File: config.mk
export PLATFORM = sky130hd
export DESIGN_NAME = mem_wb_skid_stage
export DESIGN_NICKNAME = d
export VERILOG_FILES = /design/src/rtl/mem_wb_skid_stage.sv
export SDC_FILE = /design/constraint.sdc
export NUM_CORES = 1
export LEC_CHECK = 0
export CORE_UTILIZATION = 60
export DETAILED_ROUTE_END_ITERATION = 6
export DONT_BUFFER_PORTS = 1
export GPL_TIMING_DRIVEN = 0
export PLACE_DENSITY_LB_ADDON = 0.3
export SLEW_MARGIN = 10
export SYNTH_ARGS = -nofsm -noshare
export SYNTH_HDL_FRONTEND = slang
export SYNTH_SLANG_ARGS = --single-unit
File: constraint.sdc
create_clock -name clk -period 1.97 [get_ports clk]
set_input_delay 0.197 -clock clk [delete_from_list [all_inputs] [get_ports clk]]
set_output_delay 0.197 -clock clk [all_outputs]
set_load 0.1 [all_outputs]
File: src/rtl/mem_wb_skid_stage.sv
// mem_wb_skid_stage: MEM->WB register with valid/ready handshake and 2-entry skid buffer.
// Optional perf counters (stall_cnt, bubble_cnt) are built only when MEM_WB_PERF_EN is defined.
module mem_wb_skid_stage #(
  parameter int DATA_W  = 32,
  parameter int RADDR_W = 5,
  parameter int CTRL_W  = 3,
  parameter int TAG_W   = 6,
  parameter int CNT_W   = 16
) (
  input  logic               clk,
  input  logic               rst_n,
  input  logic               flush,
  input  logic               in_valid,
  output logic               in_ready,
  input  logic [DATA_W-1:0]  in_mem_rdata,
  input  logic [DATA_W-1:0]  in_alu_res,
  input  logic [RADDR_W-1:0] in_rd,
  input  logic [CTRL_W-1:0]  in_ctrl,
  input  logic [TAG_W-1:0]   in_tag,
  output logic               out_valid,
  input  logic               out_ready,
  output logic [DATA_W-1:0]  out_mem_rdata,
  output logic [DATA_W-1:0]  out_alu_res,
  output logic [RADDR_W-1:0] out_rd,
  output logic [CTRL_W-1:0]  out_ctrl,
  output logic [TAG_W-1:0]   out_tag,
  output logic [CNT_W-1:0]   stall_cnt,
  output logic [CNT_W-1:0]   bubble_cnt
);
  localparam int PW = 2*DATA_W + RADDR_W + CTRL_W + TAG_W;
  typedef enum logic [1:0] {EMPTY, ONE, FULL} state_t;
  state_t        state_q, state_d;
  logic          in_ready_q, in_ready_d;
  logic [PW-1:0] main_q, main_d, skid_q, skid_d, in_pl;
  logic          acc, pop;
  assign in_pl = {in_mem_rdata, in_alu_res, in_rd, in_ctrl, in_tag};
  assign {out_mem_rdata, out_alu_res, out_rd, out_ctrl, out_tag} = main_q;
  assign in_ready  = in_ready_q;
  assign out_valid = (state_q != EMPTY);
  assign acc = in_valid & in_ready_q;
  assign pop = out_valid & out_ready;
  always_comb begin
    state_d = state_q;
    main_d  = main_q;
    skid_d  = skid_q;
    case (state_q)
      EMPTY: if (acc) begin
        state_d = ONE;
        main_d  = in_pl;
      end
      ONE: if (acc) begin
        state_d = pop ? ONE : FULL;
        main_d  = pop ? in_pl : main_q;
        skid_d  = pop ? skid_q : in_pl;
      end else if (pop) begin
        state_d = EMPTY;
      end
      FULL: if (pop) begin
        state_d = ONE;
        main_d  = skid_q;
      end
      default: state_d = EMPTY;
    endcase
    // flush only clears occupancy; payload registers may hold stale data
    if (flush) state_d = EMPTY;
    in_ready_d = (state_d != FULL);
  end
  always_ff @(posedge clk or negedge rst_n) begin
    if (!rst_n) begin
      state_q    <= EMPTY;
      in_ready_q <= 1'b1;
      main_q     <= '0;
      skid_q     <= '0;
    end else begin
      state_q    <= state_d;
      in_ready_q <= in_ready_d;
      main_q     <= main_d;
      skid_q     <= skid_d;
    end
  end
`ifdef MEM_WB_PERF_EN
  logic [CNT_W-1:0] stall_q, stall_d, bubble_q, bubble_d;
  always_comb begin
    stall_d  = (out_valid & ~out_ready & ~&stall_q) ? stall_q + CNT_W'(1) : stall_q;
    bubble_d = (~out_valid & ~&bubble_q) ? bubble_q + CNT_W'(1) : bubble_q;
  end
  always_ff @(posedge clk or negedge rst_n) begin
    if (!rst_n) begin
      stall_q  <= '0;
      bubble_q <= '0;
    end else begin
      stall_q  <= stall_d;
      bubble_q <= bubble_d;
    end
  end
  assign stall_cnt  = stall_q;
  assign bubble_cnt = bubble_q;
`else
  assign stall_cnt  = '0;
  assign bubble_cnt = '0;
`endif
endmodule
==> results of run 1 <==
[cell type report]
type,instances,area (sq um)
Antenna cell,1,2.502
Fill cell,624,2128
Buffer,65,503.0
Multi-Input combinational cell,360,2685
Clock inverter,5,100.1
Clock buffer,26,519.2
Timing Repair Buffer,89,932.1
Sequential cell,159,3985
Tap cell,140,175.2
[worst paths after layout]
check / start / endpoint / slack, ns / cells past startpoint
max in group asynchronous: rst_n / in_ready$_DFF_PN1_ / 2.27 / 0
hold / removal: rst_n / main_q[60]$_DFFE_PN0P_ / -0.53 / 0
setup / recovery: in_ready$_DFF_PN1_ / skid_q[62]$_DFFE_PN0P_ / -0.09 / 6
hold reg to reg: skid_q[1]$_DFFE_PN0P_ / skid_q[1]$_DFFE_PN0P_ / 0.50 / 1
setup reg to reg: in_ready$_DFF_PN1_ / skid_q[62]$_DFFE_PN0P_ / -0.09 / 6
min in group clk: in_alu_res[22] / main_q[36]$_DFFE_PN0P_ / -0.01 / 2
[kinds of logic after synthesis]
logic type	count (synthesis)	share of synthesized area, %
flip-flops	159	57.66
multiplexers	156	24.03
AND/OR/NAND/NOR	89	5.438
AO/OA/AOI/OAI	83	6.236
buffers and inverters	66	6.580
other	1	0.05433
[cells in the final DEF (no fill, tap or decap), drive strengths merged]
cell type    count
clkinv           2
bufinv           3
dlygate4sd3     80
nand2b           1
buf             62
nand2           80
a31oi            1
nand3            1
a21o             1
o21ai           78
nor4b            1
diode            1
or2              2
nand3b           2
a211oi           1
a211o            1
nand4b           1
nor2             1
mux2i           78
clkbuf          38
dfrtp          158
dfstp            1
conb            32
mux2            78
o211a            1
[worst max-delay path: cells and delay by family (launching register included)]
kind	cells	cell delay, ns
and+or+nand+nor	2	0.34
muxes	1	0.29
DFF	1	0.82
buffers and inverters	3	0.48
[where the power goes]
part | total, mW | internal, mW | switching (mW)
Combinational | 1.71 | 0.871 | 0.842
Clock | 3.44 | 2.19 | 1.25
Sequential | 6.54 | 3.99 | 2.56
[sequential cells by signal, summed over array words and instances, names as in the netlist]
register / flops
skid_q: 78
state_q: 2
main_q: 78
in_ready: 1
[per-stage QoR]
| stage | area [sq um] | cells | setup TNS [ns] | hold slack, ns | util (%) |
|---|---|---|---|---|---|
| after floorplan | 7034 | 585 | 0 | -0.09859 | - |
| after global placement | 7209 | 725 | -24.57 | -0.09534 | 65.36 |
| after detailed placement | 7209 | 725 | -28.69 | -0.09555 | 65.36 |
| after CTS | 8760 | 841 | -5.758 | -0.5424 | 79.41 |
| after global routing | 8902 | 845 | -10.53 | -0.5480 | 80.71 |
| final | 8902 | 845 | -4.957 | -0.5332 | 80.71 |
[what timing repair did]
action,CTS,global route
pin swaps,2,3
hold endpoints to repair,297,159
cloned,0,3
setup endpoints to repair,156,139
resized for setup,27,23
setup buffers,5,1
[layer usage]
layer	global-route usage [%]	vias to the layer above
met4	12.76	0
met2	48.65	204
li1	-	2127
met1	31.89	2372
met5	0	-
met3	8.906	35
==> key figures, run 1 <==
Run status
  – Status: complete, but fails checks
  – Failing checks: negative hold slack, negative setup slack

STA
  – Slew margin rel.: 35.06%
  – Hold_ws: -0.5332 ns
  – RSZ-0062 raised after global routing: true
  – Ratio of final minimum period to clock period: 104.5%
  – Final Skew: approximately 0.0062 ns
  – FMAX: 485.8 MHz
  – Min cycle time layout: approximately 2 ns
  – Hold Vio Cnt, Final: 160
  – Final setup fails: 77
  – Final WS setup: -0.08838 ns
  – Slew Limit Fails: 0
  – Slew @ Worst Pin: 0.9742 ns

Power and ir drop
  – IR drop worst, VDD: 0.8875 mV
  – Power Density: 1313 nW/um^2
  – Leak: around 4.5 nW
  – PnR Total Power: 11.69 mW

Layout
  – Area delta synth->final: 28.97%
  – Nets: 775
  – Layout cell share with drive strength beyond 1: between 20% and 30%

Yosys
  – Synthesized flop and latch total: roughly 160
  – Synth warn: 0
  – Post-synthesis sequential area ratio: 57.66%
  – Main synth FF type: dfrtp_1
  – Synthesized area per cell: 12.46 sq um
  – Asr flop ratio synth: 100.0%
  – Synth area leader: dfrtp_1
  – Distinct cells, synth: 27
  – Most instantiated cells after synthesis: dfrtp_1 (158), nand2_1 (80), mux2i_1 (78)
  – Main area contributors after synthesis: dfrtp_1 (57%), mux2i_1 (11%), mux2_2 (9.5%)
  – Post-synth EDFFs: 0
  – Syn Inst Count: 554
  – Most common cell in the synthesized netlist: dfrtp_1
  – Area of the mapped netlist: 6903 sq um
  – Post-synth top area share: 57.28%

Critical path
  – CP Launch Type: register
  – Crit-path max cell delay: slightly above 0.8 ns
  – Critical setup path kind: register to register
  – Crit Path Max Fanout: 7
  – Data required, critical path: 2.27 ns
  – CP Capture Type: register
  – Slowest CP cell: dfstp_4
  – Crit path DAT: 2.36 ns
  – Crit-path cells: nand2_4 -> nor4b_4 -> buf_6 -> buf_12 -> clkbuf_16 -> mux2_4

Clocking
  – # hold bufs at CTS: 80
  – CTS tree: yes
  – Longest Clk Path Bufs: 2
  – Latest clock arrival within the worst-skew pair: 0.42 ns
  – Sink Count: 159
  – Root Driver: clkbuf_16
  – Htree depth: 4
  – Inserted Clock Buffers: 17
  – Clock transition at the registers of the reported paths: approximately 0.060 ns

Global routing
  – Largest net degree at the start of global routing: 160
  – Grt total ovfl: 0
  – Number of global-route vias before repair: 5039
  – Initial antenna violation count: 1
  – GR Util All Layers: around 28%
  – First-pass GRT wire length: 25.13 mm

Routing
  – DR vias/cell: 5.607
  – Met3 wire length: 1.280 mm
  – Routed wire per std cell: 20.28 um
  – Drt first pass iters: 5
  – Antenna viol nets, final: 0
  – Metal-1 WL: 6.607 mm
  – Remaining DRCs: 0
  – Total Routed Length: ~17 mm
  – Met2 Wirelength: slightly below 9 mm
  – DR vias: 4738
  – Top layer in use: met4
  – Initial DRC count: 370

Run
  – MaxCap Viol Count: 0

Die
  – Core region area: 11030 sq um
  – Starting Density: 62.58%
  – Die area: 11940 sq um
  – Num ports: between 150 and 200
  – Die width: 109.3 um
  – Die Y: between 100 and 150 um
  – Row count: 38

Min path
  – HP Class: input pin to async pin

Placed design
  – GP Congestion: 0.7678
  – Dpl ws: -0.3308 ns
  – Detailed placement HPWL: 9.561 mm
  – Port Buffers: 0
No activity file was read; power rests on OpenSTA's default activity.
==> run 2, diff against run 1 <==
--- a/config.mk
+++ b/config.mk
@@ -5,7 +5,7 @@
 export SDC_FILE = /design/constraint.sdc
 export NUM_CORES = 1
 export LEC_CHECK = 0
-export CORE_UTILIZATION = 60
+export CORE_UTILIZATION = 40
 export DETAILED_ROUTE_END_ITERATION = 6
 export DONT_BUFFER_PORTS = 1
 export GPL_TIMING_DRIVEN = 0
==> key figures, run 2 (same netlist as run 1, synthesis figures left out) <==
Critical path
  – Crit path DAT: roughly 2.4 ns
  – Crit-path max cell delay: ~0.8 ns
  – CP Launch Type: register
  – Crit-path cells: nand2_4 -> nor4b_4 -> buf_4 -> buf_12 -> buf_12 -> mux2_1
  – Reg2Reg Depth: 6
  – Reg2reg end: skid_q[71]$_DFFE_PN0P_
  – Data required, critical path: 2.27 ns
  – CP endpoint: skid_q[71]$_DFFE_PN0P_
  – Crit Path Max Fanout: 10
  – Critical setup path kind: register to register
  – CP Capture Type: register
  – Slowest CP cell: dfstp_4
  – Worst Setup SP: in_ready$_DFF_PN1_
  – Worst r2r src: in_ready$_DFF_PN1_
  – Reg2Reg Setup Slack: -0.12 ns
  – Top cell by count, worst path: buf_12

STA
  – Ratio of final minimum period to clock period: 106.1%
  – Final setup fails: 72
  – Slew @ Worst Pin: 0.9647 ns
  – Hold_ws: -0.5389 ns
  – Setup TNS: -5.981 ns
  – Final Skew: 0.006949 ns
  – RSZ-0062 raised after global routing: true
  – Slew Limit Fails: 0
  – Slew margin rel.: between 30 and 40%
  – Min cycle time layout: 2.090 ns
  – FMAX: roughly 480 MHz
  – Hold Vio Cnt, Final: 162
  – Final WS setup: -0.1196 ns

Layout
  – Commonest non-fill, non-tap cell in the layout: dfrtp_1
  – Nets: between 700 and 800
  – Area delta synth->final: 34.51%
  – Fillers: 1415
  – Antenna cells: 0
  – Sequential cell area: 3985 sq um
  – Post-route cell area: 9285 sq um
  – Layout cell share with drive strength beyond 1: 30.64%
  – Top flop regs: main_q x78, skid_q x78, state_q x2
  – Multi-input logic area: 2758 sq um
  – Commonest cells after routing, fill and taps aside: dfrtp_1 (157), dlygate4sd3_1 (81), mux2i_1 (78), nand2_1 (58), mux2_2 (51)

Clocking
  – Htree depth: 4
  – Sink Count: 159
  – Longest Clk Path Bufs: 2
  – Latest clock arrival within the worst-skew pair: 0.42 ns
  – Root Driver: clkbuf_16
  – Inserted Clock Buffers: 17
  – Clock transition at the registers of the reported paths: ~0.06 ns
  – CTS tree: yes

Routing
  – DR vias/cell: 4.985
  – Total Routed Length: 16.62 mm
  – Drt first pass iters: 4
  – DR vias: approximately 4700
  – Routed wire per std cell: 17.72 um
  – Initial DRC count: ~170
  – Antenna viol nets, final: 0
  – Remaining DRCs: 0

Power and ir drop
  – PnR Total Power: 11.64 mW
  – Power Density: ~1300 nW/um^2
  – IR drop worst, VDD: 0.6618 mV
  – Leak: 4.614 nW

Die
  – Num ports: 195
  – Starting Density: 41.33%
  – Row count: 47
  – Die width: approximately 130 um
  – Die Y: 133.4 um
  – Core region area: 16700 sq um
  – Die area: 17790 sq um

Global routing
  – GR Util All Layers: 18.77%
  – Number of global-route vias before repair: 5039
  – Grt total ovfl: 0
  – First-pass GRT wire length: 26.14 mm
  – Initial antenna violation count: 0
  – Largest net degree at the start of global routing: 160

Placed design
  – Port Buffers: 0
  – GP Congestion: 0.7484
  – Detailed placement HPWL: 10.16 mm
  – Cell Area, Placed: 7310 sq um

Run status
  – Failing checks: negative hold slack, negative setup slack
  – Status: complete, but fails checks

Min path
  – HP Class: input pin to async pin

Run
  – MaxCap Viol Count: 0
[run 2: changes by cell type in the layout (fill, tap and decap cells not counted), sizes merged]
cell,change
buf,+9
bufinv,-1
clkinv,+2
clkinvlp,+2
diode,-1
dlygate4sd3,+1
inv,+1
[run 2: worst max-delay path, delay by kind of cell, from the launching register on]
kind                   cells  cell delay, ns
AND/OR/NAND/NOR            2            0.36
flip-flops                 1            0.82
buffers and inverters      3            0.46
multiplexers               1            0.33
[run 2: worst min path at each step]
stage,start,depth (start not counted),slack [ns],endpoint
detailed placement,rst_n,0,-0.09,main_q[17]$_DFFE_PN0P_
global placement,rst_n,0,-0.09,skid_q[17]$_DFFE_PN0P_
global route,rst_n,0,-0.55,skid_q[19]$_DFFE_PN0P_
finish,rst_n,0,-0.54,skid_q[17]$_DFFE_PN0P_
floorplan,rst_n,0,-0.1,main_q[0]$_DFFE_PN0P_
CTS,rst_n,0,-0.55,skid_q[17]$_DFFE_PN0P_
[run 2: routing by layer]
layer / vias to the layer above / wire length, um / GRT usage, %
met1: 2347 / 6911 / 22.59
met5: - / 0 / 0
li1: 2152 / - / -
met3: 13 / 1297 / 6.697
met4: 0 / 183 / 6.692
met2: 164 / 8229 / 31.02
[run 2: report_power, final]
part	switching (mW)	internal, mW	total (mW)
clock network	1.33	1.97	3.29
logic	0.855	0.972	1.83
registers	2.54	3.98	6.52
total	4.72	6.92	11.6
[run 2: area by class of cell]
type | count | area share [%]
repair buffers | 102 | 12.15
clock buffers | 23 | 5.148
clock inverters | 9 | 1.159
well taps | 220 | 2.965
flip-flops and latches | 159 | 42.92
multi-input cells | 360 | 29.70
plain buffers | 65 | 5.956
[run 2: what timing repair did]
item / in CTS / in global routing
pin swaps: 3 / 3
hold endpoints to repair: 307 / 160
buffers inserted: 6 / 6
gates resized for setup: 39 / 81
gates cloned: 1 / 8
hold buffers: 80 / 1
endpoints found under the setup margin: 156 / 156
[run 2: stage by stage]
stage          hold WS, ns  std cells  util, %  worst slack (ns)
2_1_floorplan     -0.09859        585        -           0.01073
3_3_place_gp      -0.09489        805    43.77           -0.3147
3_5_place_dp      -0.09470        805    43.77           -0.3342
4_1_cts            -0.5538        924    53.28           -0.1315
5_1_grt            -0.5514        938    55.60           -0.1586
6_report           -0.5389        938    55.60           -0.1196
